--- src/rtl/pipe_hazard_ctrl.sv ---
// pipe_hazard_ctrl: hold/flush control for load-use, taken-branch and multi-cycle multiply hazards
// with saturating stall and flush performance counters.
module pipe_hazard_ctrl #(
    parameter int MUL_LAT = 4,
    parameter int REG_W   = 5,
    parameter int CNT_W   = 16
) (
    input  logic             clk_i,
    input  logic             rst_i,
    input  logic [REG_W-1:0] id_rs_i,
    input  logic [REG_W-1:0] id_rt_i,
    input  logic             id_uses_rt_i,
    input  logic             ex_memread_i,
    input  logic [REG_W-1:0] ex_rt_i,
    input  logic             ex_mul_i,
    input  logic             ex_branch_taken_i,
    output logic             pc_remain_o,
    output logic             ifid_remain_o,
    output logic             idex_remain_o,
    output logic             ifid_flush_o,
    output logic             idex_flush_o,
    output logic             exmem_flush_o,
    output logic             mul_busy_o,
    output logic [CNT_W-1:0] stall_cnt_o,
    output logic [CNT_W-1:0] flush_cnt_o
);
    typedef enum logic {RUN, MUL_WAIT} state_t;

    localparam logic [7:0] MUL_RELOAD = MUL_LAT > 1 ? 8'(MUL_LAT - 2) : 8'd0;

    state_t           r_state;
    logic [7:0]       r_cnt;
    logic [CNT_W-1:0] r_stall_cnt;
    logic [CNT_W-1:0] r_flush_cnt;
    logic             w_lu;
    logic             w_run;
    logic             w_branch;
    logic             w_mul_hold;
    logic             w_lu_stall;

    assign w_lu = ex_memread_i && (ex_rt_i != '0) &&
                  ((ex_rt_i == id_rs_i) || (id_uses_rt_i && ex_rt_i == id_rt_i));
    assign w_run      = !rst_i && r_state == RUN;
    assign w_branch   = w_run && ex_branch_taken_i;
    // A multiply holds EX either on its first RUN cycle or while the wait count is nonzero.
    assign w_mul_hold = (w_run && !ex_branch_taken_i && ex_mul_i && MUL_LAT > 1) ||
                        (!rst_i && r_state == MUL_WAIT && r_cnt != 8'd0);
    assign w_lu_stall = w_run && !ex_branch_taken_i && !(ex_mul_i && MUL_LAT > 1) && w_lu;

    always_comb begin
        pc_remain_o   = w_mul_hold || w_lu_stall;
        ifid_remain_o = w_mul_hold || w_lu_stall;
        idex_remain_o = w_mul_hold;
        ifid_flush_o  = w_branch;
        idex_flush_o  = w_branch || w_lu_stall;
        exmem_flush_o = w_mul_hold;
        mul_busy_o    = w_mul_hold;
    end

    always_ff @(posedge clk_i) begin
        if (rst_i) begin
            r_state     <= RUN;
            r_cnt       <= 8'd0;
            r_stall_cnt <= '0;
            r_flush_cnt <= '0;
        end else begin
            if (pc_remain_o && r_stall_cnt != '1)
                r_stall_cnt <= r_stall_cnt + 1'b1;
            if (w_branch && r_flush_cnt != '1)
                r_flush_cnt <= r_flush_cnt + 1'b1;
            if (r_state == RUN) begin
                if (w_mul_hold) begin
                    r_state <= MUL_WAIT;
                    r_cnt   <= MUL_RELOAD;
                end
            end else if (r_cnt != 8'd0) begin
                r_cnt <= r_cnt - 8'd1;
            end else begin
                r_state <= RUN;
            end
        end
    end

    assign stall_cnt_o = r_stall_cnt;
    assign flush_cnt_o = r_flush_cnt;
endmodule

--- config.mk ---
export PLATFORM = sky130hd
export DESIGN_NAME = pipe_hazard_ctrl
export DESIGN_NICKNAME = d
export VERILOG_FILES = /design/src/rtl/pipe_hazard_ctrl.sv
export SDC_FILE = /design/constraint.sdc
export NUM_CORES = 1
export LEC_CHECK = 0
export CAP_MARGIN = 20
export CORE_MARGIN = 2
export CORE_UTILIZATION = 40
export DETAILED_ROUTE_END_ITERATION = 7
export PLACE_DENSITY_LB_ADDON = 0.3
export SLEW_MARGIN = 20
export SYNTH_ARGS = -nofsm -noshare
export SYNTH_HDL_FRONTEND = slang
export SYNTH_SLANG_ARGS = --single-unit
--- constraint.sdc ---
create_clock -name clk_i -period 3.8 [get_ports clk_i]
set_input_delay 0.57 -clock clk_i [delete_from_list [all_inputs] [get_ports clk_i]]
set_output_delay 0.57 -clock clk_i [all_outputs]
set_load 0.005 [all_outputs]
# After elaboration in Yosys (flattened, before gate mapping)
# Cells that the tools add are included.
dict set report classes {
  addsub 3
  eq_ne 5
  muxes 6
  n_bitwise 1
  n_reduce_logical 24
}
# cell n
set op_table {}
lappend op_table {{$add 16x1->16 const B} 2}
lappend op_table {{$ne 16x16->1 const B} 2}
lappend op_table {{$mux 8} 3}
lappend op_table {{$logic_and 1x1->1} 13}
lappend op_table {{$eq 5x5->1} 2}
lappend op_table {{$reduce_bool 8->1} 1}
lappend op_table {{$sub 8x1->8 const B} 1}
lappend op_table {{$reduce_bool 5->1} 1}
lappend op_table {{$logic_or 1x1->1} 4}
lappend op_table {{$logic_not 1->1} 3}
lappend op_table {{$mux 1} 3}
lappend op_table {{$ne 2x1->1 const B} 1}
lappend op_table {{$reduce_and 2->1} 1}
lappend op_table {{$reduce_bool 2->1} 1}
lappend op_table {{$not 1->1} 1}
dict set report word_totals {
  regBits 41
  inputBits 21
  output_inout_bits 39
  wordCells 43
}

# Longest topological paths before layout
dict set report depth {
  word_depth 7
  mapped_depth 11
  depth_no_buf 9
}

# Worst setup path after synthesis
# Ideal clock, no wire load.
dict set report synth_path {
  path_kind {input -> output}
  startpoint {input ex_rt_i[1]}
  endpoint {output pc_remain_o}
  arrival_time_ps 1973
  setup_slack_ps 1257
  stages 7
  path_cell_list {or4_1 > o211a_1 > a21oi_2 > buf_6 > buf_12 > inv_1 > buf_4}
}
dict set report synth_via {
  elab_chain_cells 6
  word_cells_on_any_way 9
  cone_classes {eq/ne: 2; reduce/logical: 7}
}
# element line
set synth_lines {}
lappend synth_lines {{start, declared} 14} ;# input logic [REG_W-1:0] ex_rt_i,
lappend synth_lines {{$eq 5x5->1} 42} ;# ((ex_rt_i == id_rs_i) || (id_uses_rt_i && ex_rt_i == id_rt_i));
lappend synth_lines {{$logic_and 1x1->1} 42}
lappend synth_lines {{$logic_or 1x1->1} 42}
lappend synth_lines {{$logic_and 1x1->1 *} 41} ;# assign w_lu = ex_memread_i && (ex_rt_i != '0) &&
lappend synth_lines {{$logic_and 1x1->1 *} 48} ;# assign w_lu_stall = w_run && !ex_branch_taken_i && !(ex_mul_i && MUL_LAT > 1) && w_lu;
lappend synth_lines {{$logic_or 1x1->1 *} -}
lappend synth_lines {{end, declared} 17} ;# output logic pc_remain_o,
# Every way passes the cells marked *; elsewhere a longest branch is shown, timed or not.

# Final worst setup path
dict set report layout_path {
  startpoint {input ex_rt_i[1]}
  endpoint {output pc_remain_o}
}
dict set report layout_via {
  elab_chain_cells 6
  word_cells_on_any_way 9
  cone_classes {eq/ne: 2; reduce/logical: 7}
}
# element line
set layout_lines {}
lappend layout_lines {{$eq 5x5->1} 42}
lappend layout_lines {{$logic_and 1x1->1} 42}
lappend layout_lines {{$logic_or 1x1->1} 42}
lappend layout_lines {{$logic_and 1x1->1 *} 41}
lappend layout_lines {{$logic_and 1x1->1 *} 48}
lappend layout_lines {{$logic_or 1x1->1 *} 51} ;# pc_remain_o = w_mul_hold || w_lu_stall;
# Marks and branches as above.

==> results.md <==
- Status: finished clean
- Fmax: 323.0 MHz
- # Max-Cap Violations: 0
- Mapped cell area: 2236 µm²
- Top cell type's share of synthesized area: around 37%
- Critical-path cell list: clkdlybuf4s50_1 > or4_1 > o211a_1 > a21oi_2 > inv_1 > clkdlybuf4s50_1
- Final std cells w/o fill: between 300 and 400
- Worst-Margin Slew: around 0.5 ns
- Top FF cell, synth: dfxtp_1
- Hold Violations, Final: 0
- Uppermost layer routed: met4
- Worst vdd ir: 0.1923 mV
- Area leader, netlist: dfxtp_1
- Routed metal-1 wirelength: 2.403 mm
- GPL Wtd Cong: 0.7834
- Post-synth EDFFs: 0
- Clk sinks: 41
- Nets: 329
- Syn Area/Cell: a little under 9 µm²
- Fin crit share: 81.48%
- Placeable Area: 5439 µm²
- Placed insts: 369
- Syn Nets: ~280
- CP required: 3.23 ns
- Hold Path Class: register to register
- Number of H-tree levels: 2
- Most common cell after layout, fill and taps aside: clkdlybuf4s50_1
- Via count: slightly above 2000
- # port buffers: 59
- Final setup violating endpoints: 0
- Total wire length: 4.847 mm
- Layout cells sized above 1: 8.852%
- #FFs+latches synth: 41
- Slew Limit Headroom: about two thirds
- WP buf/inv: 3
- Synth-to-Final Area Change: 31.23%
- Antenna violations before repair: 0
- Post-DRT Antenna Nets: 0
- Pin count of the biggest net entering global routing: 32
- Cts hold-fix bufs: 0
- RSZ-0062 raised after global routing: no
- Mapped Cells: 250
- Placed cell area: 2818 µm²
- TritonCTS clock tree: yes
- Worst path max stage delay: 0.54 ns
- Iter 0 DRT Violations: approximately 110
- Yosys warns: 0
- Inserted Clock Buffers: 5
- DIE HEIGHT: 78.77 µm
- CP max FO: 3
- Row Count: 27
- Sequential-to-total area share from yosys stat: a little under two fifths
- Ant. Diodes: 0
- First-pass GRT wire length: 8.300 mm
- Clock Latency Late Sink: 0.29 ns
- CTS Buffer Depth: 2
- Slowest CP cell: or4_1
- Die width: 78.77 µm
- DR pass1 iterations: 4
- Die area: 6204 µm²
- Setup TNS Final: 0 ns
- Tot Pwr: between 1000 and 1500 µW
- CP endpoint kind: output pin
- Post-CTS Setup Bufs: 0
- Worst-case clock skew: 0.004125 ns
- Type of the worst setup path: input pin to output pin
- Min Clock Period, post-route: 3.096 ns
- Post-layout utilization of the core: 53.95%
- Clk root buf: clkbuf_8
- Final cell area excluding filler cells: about 3000 µm²
- Fill count: 504
- Met3 WL: 280 µm
- CP top delay family: buffers and inverters
- Grt ovf: 0
- Most Frequent Cell on Critical Path: clkdlybuf4s50_1
- Max Slew Vio Count: 0
- Placed wire-length estimate: approximately 3.5 mm
- I/O Pins: 60
- DR vias/cell: approximately 5.3
- Share of synthesized registers carrying an async set or reset: 0%
- Total track usage: 16.43%
- PwrDens: between 300 and 400 nW/µm²
- Number of library cell types mapped by synthesis: between 50 and 60
- Worst-path clk slew: 0.07 ns
- CP arrival: 2.53 ns
- Routed length per instance: 12.86 µm
- Initial Util: 41.11%
- Critical Path Source Type: input pin
- Met2 WL post-DR: 2.138 mm
- Most frequent cells in the layout: 59 x clkdlybuf4s50_1, 41 x dfxtp_1, 24 x nor2_1
- Main area contributors after synthesis: dfxtp_1 37%, xnor2_1 6.7%, xor2_1 4.7%
- Resize count post-CTS: 0
- P_leak: between 0.0009 and 0.001 µW
- DR DRC count: 0
- Vias in the first global route: around 1800
==> cells in the mapped netlist, types with 2 or more instances <==
cell      instances
nand2_1          15
inv_1             6
dfxtp_1          41
nand3_1          17
nor3_1            3
or4_2             4
and4_1            3
buf_2             2
clkbuf_1          4
o311ai_1          4
or4_1             6
buf_12            2
o41ai_1           3
o21ai_1           2
and3_4            2
buf_6             2
buf_4             3
and3_1           10
or3_1             3
ha_1              4
nor4_1            2
a21oi_2           3
xor2_1           12
nor2_1           24
nand2b_1          2
nand4_1           7
xnor2_1          17
o21ai_0           2
a21oi_1          11
o21a_1            2
o31ai_1          10
==> flip-flops by register name, indices dropped and copies added (netlist names) <==
name	count
flush_cnt_o	16
r_cnt	8
r_state	1
stall_cnt_o	16
==> worst min-delay path, cell delays in order, from the launching register on <==
cell	delay [ns]
dfxtp_1	0.33
o31ai_1	0.07
a21oi_1	0.06
==> cell type report <==
type / instances / area (µm²) / share of cell area (%)
Sequential cell: 41 / 820.8 / 27.97
Clock buffer: 7 / 86.33 / 2.942
Multi-Input combinational cell: 189 / 1279 / 43.58
Tap cell: 72 / 90.09 / 3.070
Timing Repair Buffer: 61 / 605.6 / 20.64
Inverter: 6 / 22.52 / 0.7676
Clock inverter: 1 / 30.03 / 1.023
==> stage by stage <==
stage          hold slack [ns]  setup WS (ns)
5_1_grt                 0.5273         0.5330
4_1_cts                 0.5026         0.6790
3_3_place_gp            0.4833         0.6869
2_1_floorplan           0.4765          1.257
6_report                0.4969         0.7039
3_5_place_dp            0.4918         0.6790
==> report_power, final <==
group / switching [µW] / leakage (µW) / internal (µW)
clock network: 146 / 0.0000585 / 214
registers: 23.5 / 0.000332 / 449
logic: 81.7 / 0.000604 / 94.3
==> kinds of logic (layout without fill, tap and decap cells) <==
| family | count (synthesis) | in the layout | synth area share (%) |
|---|---|---|---|
| compound gates | 48 | 48 | 15.73 |
| flops | 41 | 41 | 36.71 |
| mux | 1 | 1 | 0.4477 |
| simple gates | 107 | 107 | 27.42 |
| buf+inv | 20 | 75 | 6.099 |
| fa+ha+maj | 4 | 4 | 2.238 |
| xor+xnor | 29 | 29 | 11.36 |
==> path summary, 6_finish.rpt <==
| kind | from | to | slack (ns) | cells past startpoint |
|---|---|---|---|---|
| worst min register to register | stall_cnt_o[11] | stall_cnt_o[11] | 0.50 | 2 |
| worst max-delay path | ex_rt_i[1] | pc_remain_o | 0.70 | 6 |
| worst min-delay path | stall_cnt_o[11] | stall_cnt_o[11] | 0.50 | 2 |
| worst max register to register | r_cnt[0] | stall_cnt_o[9] | 1.46 | 9 |
==> routing by layer <==
metal	vias up	track usage, %
li1	1028	-
met1	930	21.99
met2	52	25.04
met3	2	5.682
met4	0	4.737
met5	-	0
No activity file was read; power rests on OpenSTA's default activity.
